## src/rtl/apb_req_master_if.sv

```systemverilog
// Request/response port plus APB3 master-side signals for apb_req_master.
// The master modport is the initiator view; slave is the core/peripheral view.
interface apb_req_master_if #(
  parameter int unsigned APB_ADDR_WIDTH = 32,
  parameter int unsigned APB_DATA_WIDTH = 32
);
  logic                      req_valid;
  logic                      req_ready;
  logic [APB_ADDR_WIDTH-1:0] req_addr;
  logic                      req_we;
  logic [APB_DATA_WIDTH-1:0] req_wdata;
  logic                      resp_valid;
  logic [APB_DATA_WIDTH-1:0] resp_rdata;
  logic                      resp_err;
  logic [APB_ADDR_WIDTH-1:0] paddr;
  logic [APB_DATA_WIDTH-1:0] pwdata;
  logic                      pwrite;
  logic                      psel;
  logic                      penable;
  logic [APB_DATA_WIDTH-1:0] prdata;
  logic                      pready;
  logic                      pslverr;

  modport master (
    input  req_valid,
    input  req_addr,
    input  req_we,
    input  req_wdata,
    output req_ready,
    output resp_valid,
    output resp_rdata,
    output resp_err,
    output paddr,
    output pwdata,
    output pwrite,
    output psel,
    output penable,
    input  prdata,
    input  pready,
    input  pslverr
  );

  modport slave (
    output req_valid,
    output req_addr,
    output req_we,
    output req_wdata,
    input  req_ready,
    input  resp_valid,
    input  resp_rdata,
    input  resp_err,
    input  paddr,
    input  pwdata,
    input  pwrite,
    input  psel,
    input  penable,
    output prdata,
    output pready,
    output pslverr
  );
endinterface

```

## src/rtl/apb_req_master.sv

```systemverilog
// APB3 initiator: single-outstanding valid/ready request to SETUP/ACCESS
// transfers, with a bounded PREADY wait and a one-cycle response pulse.
module apb_req_master #(
  parameter int unsigned APB_ADDR_WIDTH = 32,
  parameter int unsigned APB_DATA_WIDTH = 32,
  parameter int unsigned TIMEOUT_CYCLES = 256
) (
  input  logic              clk,
  input  logic              rst,
  apb_req_master_if.master  bus
);

  localparam int unsigned CNT_W =
    (TIMEOUT_CYCLES > 1) ? $clog2(TIMEOUT_CYCLES) : 1;
  localparam bit TO_EN = (TIMEOUT_CYCLES != 0);
  localparam logic [CNT_W-1:0] TO_LAST =
    CNT_W'(TO_EN ? TIMEOUT_CYCLES - 1 : 0);

  typedef enum logic [1:0] {
    IDLE,
    SETUP,
    ACCESS,
    RESP
  } state_e;

  state_e                    state_q, state_d;
  logic [APB_ADDR_WIDTH-1:0] paddr_q, paddr_d;
  logic [APB_DATA_WIDTH-1:0] pwdata_q, pwdata_d;
  logic                      pwrite_q, pwrite_d;
  logic [APB_DATA_WIDTH-1:0] rdata_q, rdata_d;
  logic                      err_q, err_d;
  logic [CNT_W-1:0]          cnt_q, cnt_d;
  logic                      to_hit;

  assign to_hit = TO_EN && (cnt_q == TO_LAST);

  always_comb begin
    state_d  = state_q;
    paddr_d  = paddr_q;
    pwdata_d = pwdata_q;
    pwrite_d = pwrite_q;
    rdata_d  = rdata_q;
    err_d    = err_q;
    cnt_d    = cnt_q;
    unique case (state_q)
      IDLE: begin
        rdata_d = '0;
        err_d   = 1'b0;
        cnt_d   = '0;
        if (bus.req_valid) begin
          paddr_d  = bus.req_addr;
          pwrite_d = bus.req_we;
          pwdata_d = bus.req_wdata;
          // misaligned requests never reach the bus
          if (bus.req_addr[1:0] != 2'b00) begin
            err_d   = 1'b1;
            state_d = RESP;
          end else begin
            state_d = SETUP;
          end
        end
      end
      SETUP: begin
        cnt_d   = '0;
        state_d = ACCESS;
      end
      ACCESS: begin
        if (bus.pready) begin
          rdata_d = pwrite_q ? '0 : bus.prdata;
          err_d   = bus.pslverr;
          state_d = RESP;
        end else if (to_hit) begin
          rdata_d = '0;
          err_d   = 1'b1;
          state_d = RESP;
        end else begin
          cnt_d = cnt_q + 1'b1;
        end
      end
      RESP: begin
        rdata_d = '0;
        err_d   = 1'b0;
        cnt_d   = '0;
        state_d = IDLE;
      end
      default: state_d = IDLE;
    endcase
  end

  always_ff @(posedge clk) begin
    if (rst) begin
      state_q  <= IDLE;
      paddr_q  <= '0;
      pwdata_q <= '0;
      pwrite_q <= 1'b0;
      rdata_q  <= '0;
      err_q    <= 1'b0;
      cnt_q    <= '0;
    end else begin
      state_q  <= state_d;
      paddr_q  <= paddr_d;
      pwdata_q <= pwdata_d;
      pwrite_q <= pwrite_d;
      rdata_q  <= rdata_d;
      err_q    <= err_d;
      cnt_q    <= cnt_d;
    end
  end

  // bus strobes decode the state register only, never pready
  assign bus.req_ready  = (state_q == IDLE);
  assign bus.psel       = (state_q == SETUP) || (state_q == ACCESS);
  assign bus.penable    = (state_q == ACCESS);
  assign bus.resp_valid = (state_q == RESP);
  assign bus.resp_rdata = rdata_q;
  assign bus.resp_err   = err_q;
  assign bus.paddr      = paddr_q;
  assign bus.pwdata     = pwdata_q;
  assign bus.pwrite     = pwrite_q;

endmodule

```

## src/flat_wrapper.sv

```systemverilog
// flat-port wrapper written by rule: the top's interface ports become plain ports
module apb_req_master_flat 
#(
  parameter int unsigned APB_ADDR_WIDTH = 32,
  parameter int unsigned APB_DATA_WIDTH = 32,
  parameter int unsigned TIMEOUT_CYCLES = 256
)
  (clk, rst, bus_req_valid, bus_req_addr, bus_req_we, bus_req_wdata, bus_req_ready, bus_resp_valid, bus_resp_rdata, bus_resp_err, bus_paddr, bus_pwdata, bus_pwrite, bus_psel, bus_penable, bus_prdata, bus_pready, bus_pslverr);
  apb_req_master_if #(.APB_ADDR_WIDTH(APB_ADDR_WIDTH), .APB_DATA_WIDTH(APB_DATA_WIDTH)) bus_i ();
  input  logic clk;
  input  logic rst;
  input wire logic [$bits(bus_i.req_valid)-1:0] bus_req_valid;
  input wire logic [$bits(bus_i.req_addr)-1:0] bus_req_addr;
  input wire logic [$bits(bus_i.req_we)-1:0] bus_req_we;
  input wire logic [$bits(bus_i.req_wdata)-1:0] bus_req_wdata;
  output wire logic [$bits(bus_i.req_ready)-1:0] bus_req_ready;
  output wire logic [$bits(bus_i.resp_valid)-1:0] bus_resp_valid;
  output wire logic [$bits(bus_i.resp_rdata)-1:0] bus_resp_rdata;
  output wire logic [$bits(bus_i.resp_err)-1:0] bus_resp_err;
  output wire logic [$bits(bus_i.paddr)-1:0] bus_paddr;
  output wire logic [$bits(bus_i.pwdata)-1:0] bus_pwdata;
  output wire logic [$bits(bus_i.pwrite)-1:0] bus_pwrite;
  output wire logic [$bits(bus_i.psel)-1:0] bus_psel;
  output wire logic [$bits(bus_i.penable)-1:0] bus_penable;
  input wire logic [$bits(bus_i.prdata)-1:0] bus_prdata;
  input wire logic [$bits(bus_i.pready)-1:0] bus_pready;
  input wire logic [$bits(bus_i.pslverr)-1:0] bus_pslverr;
  assign bus_i.req_valid = bus_req_valid;
  assign bus_i.req_addr = bus_req_addr;
  assign bus_i.req_we = bus_req_we;
  assign bus_i.req_wdata = bus_req_wdata;
  assign bus_req_ready = bus_i.req_ready;
  assign bus_resp_valid = bus_i.resp_valid;
  assign bus_resp_rdata = bus_i.resp_rdata;
  assign bus_resp_err = bus_i.resp_err;
  assign bus_paddr = bus_i.paddr;
  assign bus_pwdata = bus_i.pwdata;
  assign bus_pwrite = bus_i.pwrite;
  assign bus_psel = bus_i.psel;
  assign bus_penable = bus_i.penable;
  assign bus_i.prdata = bus_prdata;
  assign bus_i.pready = bus_pready;
  assign bus_i.pslverr = bus_pslverr;
  apb_req_master #(.APB_ADDR_WIDTH(APB_ADDR_WIDTH), .APB_DATA_WIDTH(APB_DATA_WIDTH), .TIMEOUT_CYCLES(TIMEOUT_CYCLES)) u_core (.clk(clk), .rst(rst), .bus(bus_i));
endmodule
```

## config.mk

```make
export PLATFORM = sky130hd
export DESIGN_NAME = apb_req_master_flat
export DESIGN_NICKNAME = d
export VERILOG_FILES = /design/src/rtl/apb_req_master_if.sv /design/src/rtl/apb_req_master.sv /design/src/flat_wrapper.sv
export SDC_FILE = /design/constraint.sdc
export NUM_CORES = 1
export LEC_CHECK = 0
export ABC_AREA = 1
export BUFFER_PORTS_ARGS = -buffer_cell sky130_fd_sc_hd__buf_2
export CORE_MARGIN = 4
export CORE_UTILIZATION = 47
export CTS_CLUSTER_DIAMETER = 120
export DETAILED_ROUTE_END_ITERATION = 7
export GPL_TIMING_DRIVEN = 0
export PLACE_DENSITY = 0.8
export SLEW_MARGIN = 30
export SYNTH_ARGS = -nofsm -noshare
export SYNTH_HDL_FRONTEND = slang
export SYNTH_SLANG_ARGS = --single-unit
```

## constraint.sdc

```tcl
create_clock -name clk -period 1.7 [get_ports clk]
set_input_delay 0.085 -clock clk [delete_from_list [all_inputs] [get_ports clk]]
set_output_delay 0.085 -clock clk [all_outputs]
set_load 0.05 [all_outputs]
```

# --- Yosys cells after proc, flatten, opt, wreduce, memory -nomap -nowiden ---
# Index checks and enable logic that the tools add are counted.
op_classes:
  add_sub_neg: 1
  n_eq_ne: 8
  n_mux: 17
  reduce_logical: 12
ops:
  columns: ["operator", "count"]
  rows:
  - ["$mux W32", 3]
  - ["$pmux W32 S2", 1]
  - ["$mux W8", 2]
  - ["$pmux W8 S2", 1]
  - ["$reduce_and A2 Y1", 5]
  - ["$add A8 B1 Y8 const B", 1]
  - ["$eq A8 B8 Y1 const B", 1]
  - ["$mux W2", 4]
  - ["$pmux W2 S4", 1]
  - ["$ne A2 B2 Y1 const B", 3]
  - ["$eq A2 B2 Y1 const B", 2]
  - ["$mux W1", 4]
  - ["$reduce_bool A2 Y1", 2]
  - ["$ne A3 B1 Y1 const B", 1]
  - ["$pmux W1 S3", 1]
  - ["$reduce_bool A3 Y1", 1]
  - ["$reduce_or A3 Y1", 1]
  - ["$eq A2 B1 Y1 const B", 1]
  - ["$logic_not A2 Y1", 1]
  - ["$reduce_or A2 Y1", 1]
  - ["$logic_or A1 B1 Y1", 1]
totals:
  reg_bits: 108
  input_bits: 102
  out_inout_bits: 102
  elab_cells: 45

# --- Longest topological paths before layout ---
logic_depth:
  depth_word: 4
  mapped_depth: 11
  ltp_nobuf: 9

# --- Worst setup path after synthesis ---
# No wires, ideal clock.
synth_timing:
  kind: "register to register"
  start: "register u_core.state_q[0]"
  end: "register u_core.rdata_q[18], in the netlist u_core.bus.resp_rdata[18]"
  setup_ns: 0.115
  t_arrival_ns: 1.858
  required_ns: 1.585
  slack_ns: -0.273
  path_stages_with_launch: 11
  n_path_buf: 3
  synth_period_minus_slack_ns: 1.973
  cell_sequence: "dfxtp_1 > inv_1 > ha_1 > buf_4 > inv_1 > nor2_1 > nand2_4 > buf_6 > buf_12 > a21oi_2 > nor2_1"
synth_via:
  elab_cells_between_ends: 8
  classes_between: "eq/ne: 3; mux: 1; reduce/logical: 4"
synth_lines:
  columns: ["item", "line", "source"]
  rows:
  - ["from (decl)", "apb_req_master.sv:26", "state_e state_q, state_d;"]
  - ["from (signal assigned)", "apb_req_master.sv:100", "state_q <= state_d;"]
  - ["$eq A2 B2 Y1 (*)", null, null]
  - ["via bus_penable", "flat_wrapper.sv:24", "output wire logic [$bits(bus_i.penable)-1:0] bus_penable;"]
  - ["$ne A3 B1 Y1 (no line) or $reduce_bool A2 Y1 (tied branches)", null, null]
  - ["$reduce_and A2 Y1 (no line)", null, null]
  - ["to (signal assigned)", "apb_req_master.sv:104", "rdata_q <= rdata_d;"]
  - ["to (decl)", "apb_req_master.sv:30", "logic [APB_DATA_WIDTH-1:0] rdata_q, rdata_d;"]
# The timed path passes the listed nets; every way through them passes the cells marked *.
# A chain may end at the register's enable or synchronous reset.

# --- Worst setup path after layout ---
layout_timing:
  start: "register u_core.state_q[1]"
  end: "register u_core.rdata_q[11], in the netlist u_core.bus.resp_rdata[11]"
layout_via:
  elab_chain_len: 4
  elab_cells_between_ends: 8
  classes_between: "eq/ne: 3; mux: 1; reduce/logical: 4"
layout_lines:
  columns: ["item", "line", "source"]
  rows:
  - ["$eq A2 B2 Y1 or $logic_not A2 Y1 (tied branches)", "apb_req_master.sv:45", "unique case (state_q)"]
  - ["$reduce_or A2 Y1 (no line)", null, null]
  - ["$reduce_bool A2 Y1 (no line)", null, null]
  - ["$reduce_and A2 Y1 (no line)", null, null]
# Several ways; a longest one is shown, not always the timed one.

==> out/summary.txt <==
largest net degree at the start of global routing = 19
Worst Hold End = u_core.bus.pwdata[10]
period utilization = 97.3%
post-synthesis instance total = 621
Crit. End Element = flop
Fmax achieved = 605 MHz
root buffer cell = clkbuf_8
Site Rows = 35
most frequent cells in the layout = 209 x buf_2, 174 x nor2_1, 105 x dfxtp_1
RSZ-0062 raised after global routing = no
CTS max path bufs = 2
number of synthesized flops with an enable pin = 0
gr ovfl total = 0
r2r setup slk = 0.05 ns
synthesized area per cell = 7.29 um^2
mapped cell area = 4520 um^2
RD Place Congestion = 0.829
dpl ws = -0.313 ns
I/O pin count = 204
Avg WL per Cell = 15.6 um
die width = 106 um
placed cell count = 953
final WL = 16.1 mm
sequential-to-total area share from yosys stat = 47.8%
cell area power density = 1970 nW/um^2
Final Hold Fails = 0
WHS Path Cells = 3
initial antenna violation count = 0
worst r2r path cells = 10
Starting DRT DRC Count = 367
min cycle time layout = 1.65 ns
# clock sinks = 108
pins over their slew limit = 0
Antenna Nets Post-Route = 0
Finished Layout Cells = 1035
commonest non-fill, non-tap cell in the layout = buf_2
Worst Clk Skew = 0.0153 ns
Max FO, Critical Path = 10
Crit Path Class = reg2reg
reg2reg end = u_core.bus.resp_rdata[11]
first-pass GRT wire length = 25.5 mm
ys async rst share = 0%
Initial Util = 48.7%
drt drc = 0
TritonCTS clock tree = done
Leak = 0.00332 uW
PortBufs = 203
CP required = 1.98 ns
final worst setup slack = 0.0463 ns
die height = 106 um
post-synthesis cell type count = 21
H-tree Lvls = 3
gr usage total = 28.1%
Rel. slew slack = 64.5%
worst vdd ir = 1050 uV
synth warn = 0
post-layout net count = 1008
vias in the first global route = 5344
measured slew at the worst slew-check pin = 0.533 ns
HP Start = bus_req_wdata[10]
final setup vio count = 0
worst reg2reg startpoint = u_core.state_q[1]
DP HPWL = 10.1 mm
classification of the worst-slack hold path = in2reg
outcome = finished, final reports clean
Via-to-Cell Ratio = 5.15
total CTS buffers = 9
clock slew at reported path FFs = 0.11 ns
crit path DAT = 1.93 ns
via count = 5333
Synth Flop Type = dfxtp_1
DR pass1 iterations = 5
area delta synth->final = 46.6%
worst-skew pair later-pin latency = 0.37 ns
Critical Path Start Type = flop
share of cells above drive strength 1 = 31.0%
die area = 11300 um^2
Pwr Total = 13000 uW
max capacitance violation total = 0
core area = 9280 um^2
Seq cells post-synth = 108
syn nets = 729
[sequential cells by signal, indices dropped and copies added (netlist names)]
| register | flops |
|---|---|
| u_core.bus.paddr | 32 |
| u_core.bus.pwdata | 32 |
| u_core.bus.resp_rdata | 32 |
| u_core.cnt_q | 8 |
| u_core.state_q | 2 |
| u_core.bus.pwrite | 1 |
| u_core.bus.resp_err | 1 |
[worst max-delay path, stage by stage, from the launching register on]
cell	delay (ns)
dfxtp_4	0.38
buf_4	0.12
ha_4	0.12
buf_4	0.15
inv_1	0.07
nor2_2	0.12
nand2_4	0.08
buf_6	0.15
buf_12	0.15
a21oi_2	0.16
nor2_2	0.06
[report_power, final]
group	internal, uW	switching (uW)
Sequential	3360	513
Combinational	2160	5520
Clock	556	934
[logic make-up (layout without fill, tap and decap cells)]
logic type	Yosys count	count (layout)	share of synthesized area [%]
flops	108	108	47.8
buf+inv	67	351	7.08
compound gates	111	111	13.9
other cells	0	1	0
fa+ha+maj	6	6	1.66
simple gates	329	329	29.5
[stage by stage]
| step | TNS (ns) | hold slack, ns | util (%) | instance area [um^2] |
|---|---|---|---|---|
| after detailed placement | -8.03 | 0.278 | 61.7 | 5730 |
| final | 0 | 0.0176 | 71.4 | 6630 |
| after global routing | 0 | 0.0223 | 71.4 | 6630 |
| after floorplan | 0 | 0.154 | - | 4550 |
| after global placement | -5.78 | 0.274 | 61.7 | 5730 |
| after CTS | 0 | 0.00722 | 70.8 | 6570 |
[how the worst max path moves through the flow]
stage,start,depth (start not counted),end,slack (ns)
detailed placement,u_core.state_q[1],8,u_core.bus.resp_rdata[11],-0.31
global placement,u_core.state_q[1],8,u_core.bus.resp_rdata[11],-0.20
finish,u_core.state_q[1],10,u_core.bus.resp_rdata[11],0.05
global route,u_core.state_q[1],10,u_core.bus.resp_rdata[23],0.001
CTS,u_core.state_q[0],9,u_core.bus.resp_rdata[11],0.003
floorplan,u_core.state_q[1],9,u_core.bus.resp_rdata[0],0.01
[synthesized netlist by cell type (2+ instances only)]
library cell	instances	area, um^2
nand3_1	49	245
inv_1	24	90.1
a21oi_1	20	100
o21ai_0	71	355
nand2_1	96	360
clkbuf_1	21	78.8
dfxtp_1	108	2160
buf_4	3	22.5
buf_12	2	40.0
ha_1	6	75.1
nand2_2	4	25.0
nor2_1	176	661
a21oi_2	20	175
buf_2	14	70.1
[layout make-up]
| cell class | count | area (um^2) |
|---|---|---|
| inverter | 25 | 96.3 |
| sequential | 108 | 2170 |
| multi-input combinational | 446 | 2080 |
| clock inverter | 5 | 50.0 |
| timing repair buffer | 269 | 1670 |
| clock buffer | 11 | 131 |
| fill | 708 | 2650 |
| buffer | 41 | 265 |
| tap | 129 | 161 |
| antenna | 1 | 2.50 |
[metal layers]
layer / share of wire, % / vias to the layer above / track usage, %
met5: 0 / - / 0
met4: 3.1 / 0 / 11.2
met3: 10 / 53 / 7.95
met2: 51 / 322 / 50.4
met1: 36 / 2427 / 31.1
li1: - / 2531 / -
[repair_timing]
action,4_1_cts,5_1_grt
endpoints found under the setup margin,62,63
setup buffers,1,2
gates resized for setup,13,17
hold buffers,63,0
pin swaps,1,2
endpoints found under the hold margin,63,0
No activity file was read; power rests on OpenSTA's default activity.
